`src/rtl/uart_rx.sv`:
```
// 16x-oversampled 8N1 UART receiver with one-byte holding register and error pulses.
// Define UART_RX_PARITY_EN to add an even-parity bit to the frame and enable parity_err.
module uart_rx #(
    parameter int unsigned CLK_FREQ = 100000000,
    parameter int unsigned BAUD     = 9600,
    parameter int unsigned OS_DIV   = CLK_FREQ / (BAUD * 16)
) (
    input  logic       clk,
    input  logic       reset,
    input  logic       din,
    output logic [7:0] rx_data,
    output logic       rx_valid,
    input  logic       rx_ready,
    output logic       frame_err,
    output logic       overrun,
    output logic       parity_err
);

    localparam int unsigned TW = (OS_DIV > 1) ? $clog2(OS_DIV) : 1;

    typedef enum logic [2:0] {
        S_IDLE,
        S_START,
        S_DATA,
`ifdef UART_RX_PARITY_EN
        S_PARITY,
`endif
        S_STOP,
        S_BREAK
    } state_t;

    state_t          state_q;
    logic [1:0]      sync_q;
    logic [TW-1:0]   tick_cnt_q;
    logic [3:0]      samp_cnt_q;
    logic            maj_a_q;
    logic            maj_b_q;
    logic [2:0]      bit_idx_q;
    logic [7:0]      shift_q;
    logic [7:0]      rx_data_q;
    logic            rx_valid_q;
    logic            frame_err_q;
    logic            overrun_q;
`ifdef UART_RX_PARITY_EN
    logic            par_bad_q;
    logic            parity_err_q;
`endif

    logic rx_s;
    logic tick_c;
    logic decide_c;
    logic bit_c;
    logic take_c;
    logic can_load_c;

    assign rx_s       = sync_q[1];
    assign tick_c     = (tick_cnt_q == TW'(OS_DIV - 1));
    // Samples taken as the count enters 7 and 8; decision as it enters 9.
    assign decide_c   = tick_c && (samp_cnt_q == 4'd8);
    assign bit_c      = (maj_a_q & maj_b_q) | (maj_a_q & rx_s) | (maj_b_q & rx_s);
    assign take_c     = rx_valid_q & rx_ready;
    assign can_load_c = ~rx_valid_q | rx_ready;

    always_ff @(posedge clk) begin
        if (reset) begin
            state_q      <= S_IDLE;
            sync_q       <= 2'b11;
            tick_cnt_q   <= '0;
            samp_cnt_q   <= '0;
            maj_a_q      <= 1'b1;
            maj_b_q      <= 1'b1;
            bit_idx_q    <= '0;
            shift_q      <= '0;
            rx_data_q    <= '0;
            rx_valid_q   <= 1'b0;
            frame_err_q  <= 1'b0;
            overrun_q    <= 1'b0;
`ifdef UART_RX_PARITY_EN
            par_bad_q    <= 1'b0;
            parity_err_q <= 1'b0;
`endif
        end else begin
            sync_q      <= {sync_q[0], din};
            frame_err_q <= 1'b0;
            overrun_q   <= 1'b0;
`ifdef UART_RX_PARITY_EN
            parity_err_q <= 1'b0;
`endif
            if (take_c) begin
                rx_valid_q <= 1'b0;
            end

            // Counters restart on the start edge so sampling is phase-locked to it.
            if (state_q == S_IDLE && !rx_s) begin
                tick_cnt_q <= '0;
                samp_cnt_q <= '0;
            end else if (tick_c) begin
                tick_cnt_q <= '0;
                samp_cnt_q <= samp_cnt_q + 4'd1;
            end else begin
                tick_cnt_q <= tick_cnt_q + TW'(1);
            end

            if (tick_c && samp_cnt_q == 4'd6) maj_a_q <= rx_s;
            if (tick_c && samp_cnt_q == 4'd7) maj_b_q <= rx_s;

            case (state_q)
                S_IDLE: begin
                    if (!rx_s) state_q <= S_START;
                end
                S_START: begin
                    if (decide_c) begin
                        if (bit_c) begin
                            state_q <= S_IDLE;
                        end else begin
                            state_q   <= S_DATA;
                            bit_idx_q <= '0;
`ifdef UART_RX_PARITY_EN
                            par_bad_q <= 1'b0;
`endif
                        end
                    end
                end
                S_DATA: begin
                    if (decide_c) begin
                        shift_q   <= {bit_c, shift_q[7:1]};
                        bit_idx_q <= bit_idx_q + 3'd1;
                        if (bit_idx_q == 3'd7) begin
`ifdef UART_RX_PARITY_EN
                            state_q <= S_PARITY;
`else
                            state_q <= S_STOP;
`endif
                        end
                    end
                end
`ifdef UART_RX_PARITY_EN
                S_PARITY: begin
                    if (decide_c) begin
                        par_bad_q <= (bit_c != ^shift_q);
                        state_q   <= S_STOP;
                    end
                end
`endif
                S_STOP: begin
                    // Deciding mid-stop leaves half a bit to catch a back-to-back start.
                    if (decide_c) begin
                        if (bit_c) begin
                            state_q <= S_IDLE;
                            if (can_load_c) begin
                                rx_data_q  <= shift_q;
                                rx_valid_q <= 1'b1;
`ifdef UART_RX_PARITY_EN
                                parity_err_q <= par_bad_q;
`endif
                            end else begin
                                overrun_q <= 1'b1;
                            end
                        end else begin
                            frame_err_q <= 1'b1;
                            state_q     <= S_BREAK;
                        end
                    end
                end
                S_BREAK: begin
                    if (rx_s) state_q <= S_IDLE;
                end
                default: state_q <= S_IDLE;
            endcase
        end
    end

    assign rx_data   = rx_data_q;
    assign rx_valid  = rx_valid_q;
    assign frame_err = frame_err_q;
    assign overrun   = overrun_q;
`ifdef UART_RX_PARITY_EN
    assign parity_err = parity_err_q;
`else
    assign parity_err = 1'b0;
`endif

endmodule
```
`config.mk`:
```
export PLATFORM = sky130hd
export DESIGN_NAME = uart_rx
export DESIGN_NICKNAME = d
export VERILOG_FILES = /design/src/rtl/uart_rx.sv
export SDC_FILE = /design/constraint.sdc
export NUM_CORES = 1
export LEC_CHECK = 0
export ABC_AREA = 1
export CORE_MARGIN = 3
export CORE_UTILIZATION = 30
export CTS_CLUSTER_DIAMETER = 40
export DETAILED_ROUTE_END_ITERATION = 8
export GPL_TIMING_DRIVEN = 0
export HOLD_SLACK_MARGIN = 0.12
export PLACE_DENSITY = 0.44
export SKIP_CTS_REPAIR_TIMING = 1
export SYNTH_ARGS = -nofsm -noshare
export SYNTH_HDL_FRONTEND = slang
export SYNTH_SLANG_ARGS = --single-unit
export TNS_END_PERCENT = 30
```
`constraint.sdc`:
```
create_clock -name clk -period 1.9 [get_ports clk]
set_input_delay 0.285 -clock clk [delete_from_list [all_inputs] [get_ports clk]]
set_output_delay 0.285 -clock clk [all_outputs]
set_load 0.03 [all_outputs]
```
==> impl_metrics.tcl <==
set metrics [dict create \
    timing.hold.ws_ns 0.410 \
    routed_via_density 4.26 \
    vias 1575 \
    fill_cells 667 \
    synth_top_family_by_area "simple AND/OR/NAND/NOR gates" \
    place_congestion 0.748 \
    routed_wl_mm 3.97 \
    cp-end-kind "primary output" \
    worst_slack_ns 0.287 \
    crit_path_cell_trace "clkdlybuf4s50_1" \
    port_buffers 13 \
    design.die.area_sq_mm 0.00759 \
    synthSimpleGateAreaFrac 0.340 \
    critPathMaxFanout 2 \
    syn_nets 285 \
    post_drt_wl_per_cell_microns 10.7 \
    finalCritPeriodShare 0.849 \
    path_buf_inv 1 \
    rsz0062_at_grt "no" \
    ys_warn_count 0 \
    ant_nets 0 \
    max_stage_delay_ns 0.68 \
    grt_max_degree 15 \
    cts_tree "built" \
    initial_utilization 0.322 \
    setup_violations 0 \
    diodes 0 \
    dieWidth_microns 87.1 \
    clock_skew_ns 0.00790 \
    overflow 0 \
    clk_path_buf_depth 2 \
    yosysSeqAreaShare 0.436 \
    synth_xor_area_frac 0.0177 \
    drtIter0Drc 52 \
    rows 28 \
    maxCapViolCount 0 \
    synth_adder_area_share 0.0444 \
    ir_drop_uv 373 \
    synth_top_area_cell "dfxtp_1" \
    post-route-min-period_ns 1.61 \
    antenna_found_initial 0 \
    die_y_microns 87.1 \
    drtPass1Iterations 4 \
    syn_area_per_cell_sq_um 7.21 \
    root_buffer "clkbuf_8" \
    max_clock_freq_ghz 0.620 \
    cts_sinks 43 \
    cp.arrival_ns 1.33 \
    power_density_mw_per_mm2 814 \
    ys_top_cells_by_count "nor2_1, nand2_1, dfxtp_1, inv_1" \
    num-nets-final 305 \
    multi_input_area_sq_um 928 \
    ys_ff_latch 43 \
    seq_area_sq_um 861 \
    htree_num_levels 2 \
    startpoint_type "flip-flop" \
    clk_pin_slew_ns 0.08 \
    syn_inst 274 \
    dpl.hpwl_mm 2.86 \
    synth.most_common_cell "nor2_1" \
    grt_pass1_vias 1505 \
    cts-buffers-inserted 5 \
    crit_family "buffers and inverters" \
    synth.top_cell.area_share 0.436 \
    post-place-ws_ns 0.247 \
    cp_slowest_cell "clkdlybuf4s50_1" \
    grt_first_pass_wirelength_mm 7.08 \
    synth_area_leaders "dfxtp_1, nor2_1, nand2_1" \
    slew_violations 0 \
    drive_gt1_frac 0.0949 \
    ios 16 \
    critPathKind "reg2out" \
    hp-class "in2reg" \
    setup_tns_ns 0 \
    track_usage 0.120 \
    synth_edf_count 0 \
    cp.required_ns 1.62 \
    route.detailed.drc 0 \
    areaGrowthSynthToFinish_pct 17.0 \
    synth.mux.area_fraction 0 \
    netlist_area_sq_mm 0.00197 \
    ys.flop_type "dfxtp_1" \
    async_flop_share 0 \
    clk-insertion-delay-late_ns 0.31 \
    hold_violations 0 \
    p_leak_nw 1.05 \
    status "finished, final reports clean" \
    core_area_sq_mm 0.00613 \
    synth_compound_area_frac 0.0665 \
    synth_cell_types 29 \
]
registers in the layout, summed over array words and instances, names as in the netlist:
register and cells:
tick_cnt_q 10, rx_data 8, shift_q 8, samp_cnt_q 4
bit_idx_q 3, state_q 3, sync_q 2, frame_err 1
maj_a_q 1, maj_b_q 1, overrun 1, rx_valid 1
final cells by class:
cell class | count | share of cell area
Multi-Input combinational cell | 188 | 0.402
Sequential cell | 43 | 0.372
Inverter | 37 | 0.0601
Timing Repair Buffer | 13 | 0.0563
Tap cell | 75 | 0.0406
Clock buffer | 5 | 0.0298
Buffer | 6 | 0.0200
Clock inverter | 3 | 0.0189
routing by layer:
metal,wire [microns],share of wire,track usage
met3,140,0.035,0.0293
met5,0,0,0
met2,1540,0.39,0.168
met1,2220,0.56,0.174
met4,69,0.017,0.0460
report_power, final:
part	switching [mW]	internal [mW]	leakage, nW
Sequential	0.0249	0.926	0.348
Clock	0.340	0.392	0.0581
Combinational	0.132	0.0657	0.648
Total	0.497	1.38	1.05
through the flow:
stage,cells,total power [mW],util,instance area [sq um]
2_1_floorplan,274,1.13,-,1970
3_3_place_gp,362,1.17,0.359,2200
3_5_place_dp,362,1.17,0.359,2200
4_1_cts,370,1.91,0.377,2310
5_1_grt,370,1.97,0.377,2310
6_report,370,1.88,0.377,2310
path summary, 6_finish.rpt:
| path | startpoint | to | slack (ns) | depth (start not counted) |
|---|---|---|---|---|
| hold reg to reg | sync_q[0]$_SDFF_PP1_ | sync_q[1]$_SDFF_PP1_ | 0.42 | 1 |
| setup / recovery | rx_valid$_SDFF_PP0_ | rx_valid | 0.29 | 1 |
| setup reg to reg | tick_cnt_q[0]$_SDFF_PP0_ | tick_cnt_q[4]$_SDFF_PP0_ | 0.33 | 7 |
| hold / removal | reset | bit_idx_q[2]$_SDFFE_PP0P_ | 0.41 | 2 |
kinds of logic (layout without fill, tap and decap cells):
kind of cell / count (synthesis) / after routing
flops: 43 / 43
compound gates: 23 / 23
buf+inv: 43 / 64
other cells: 1 / 1
simple gates: 153 / 153
fa+ha+maj: 7 / 7
xor+xnor: 4 / 4
cells in the final DEF (no fill, tap or decap), types with 2 or more instances in the layout:
cell type	n
nor2_1	64
nor3b_1	3
nor2_2	3
nand3_2	3
clkbuf_8	5
nand3_1	13
dfxtp_1	43
o21ai_0	13
nand2_1	51
or2_2	3
a21oi_1	4
o211ai_1	2
nand2_2	3
inv_1	37
xor2_1	3
buf_6	2
nor3_1	3
ha_1	7
nand4_1	5
clkdlybuf4s50_1	13
a21oi_2	2
(Power assumes the default switching activity.)
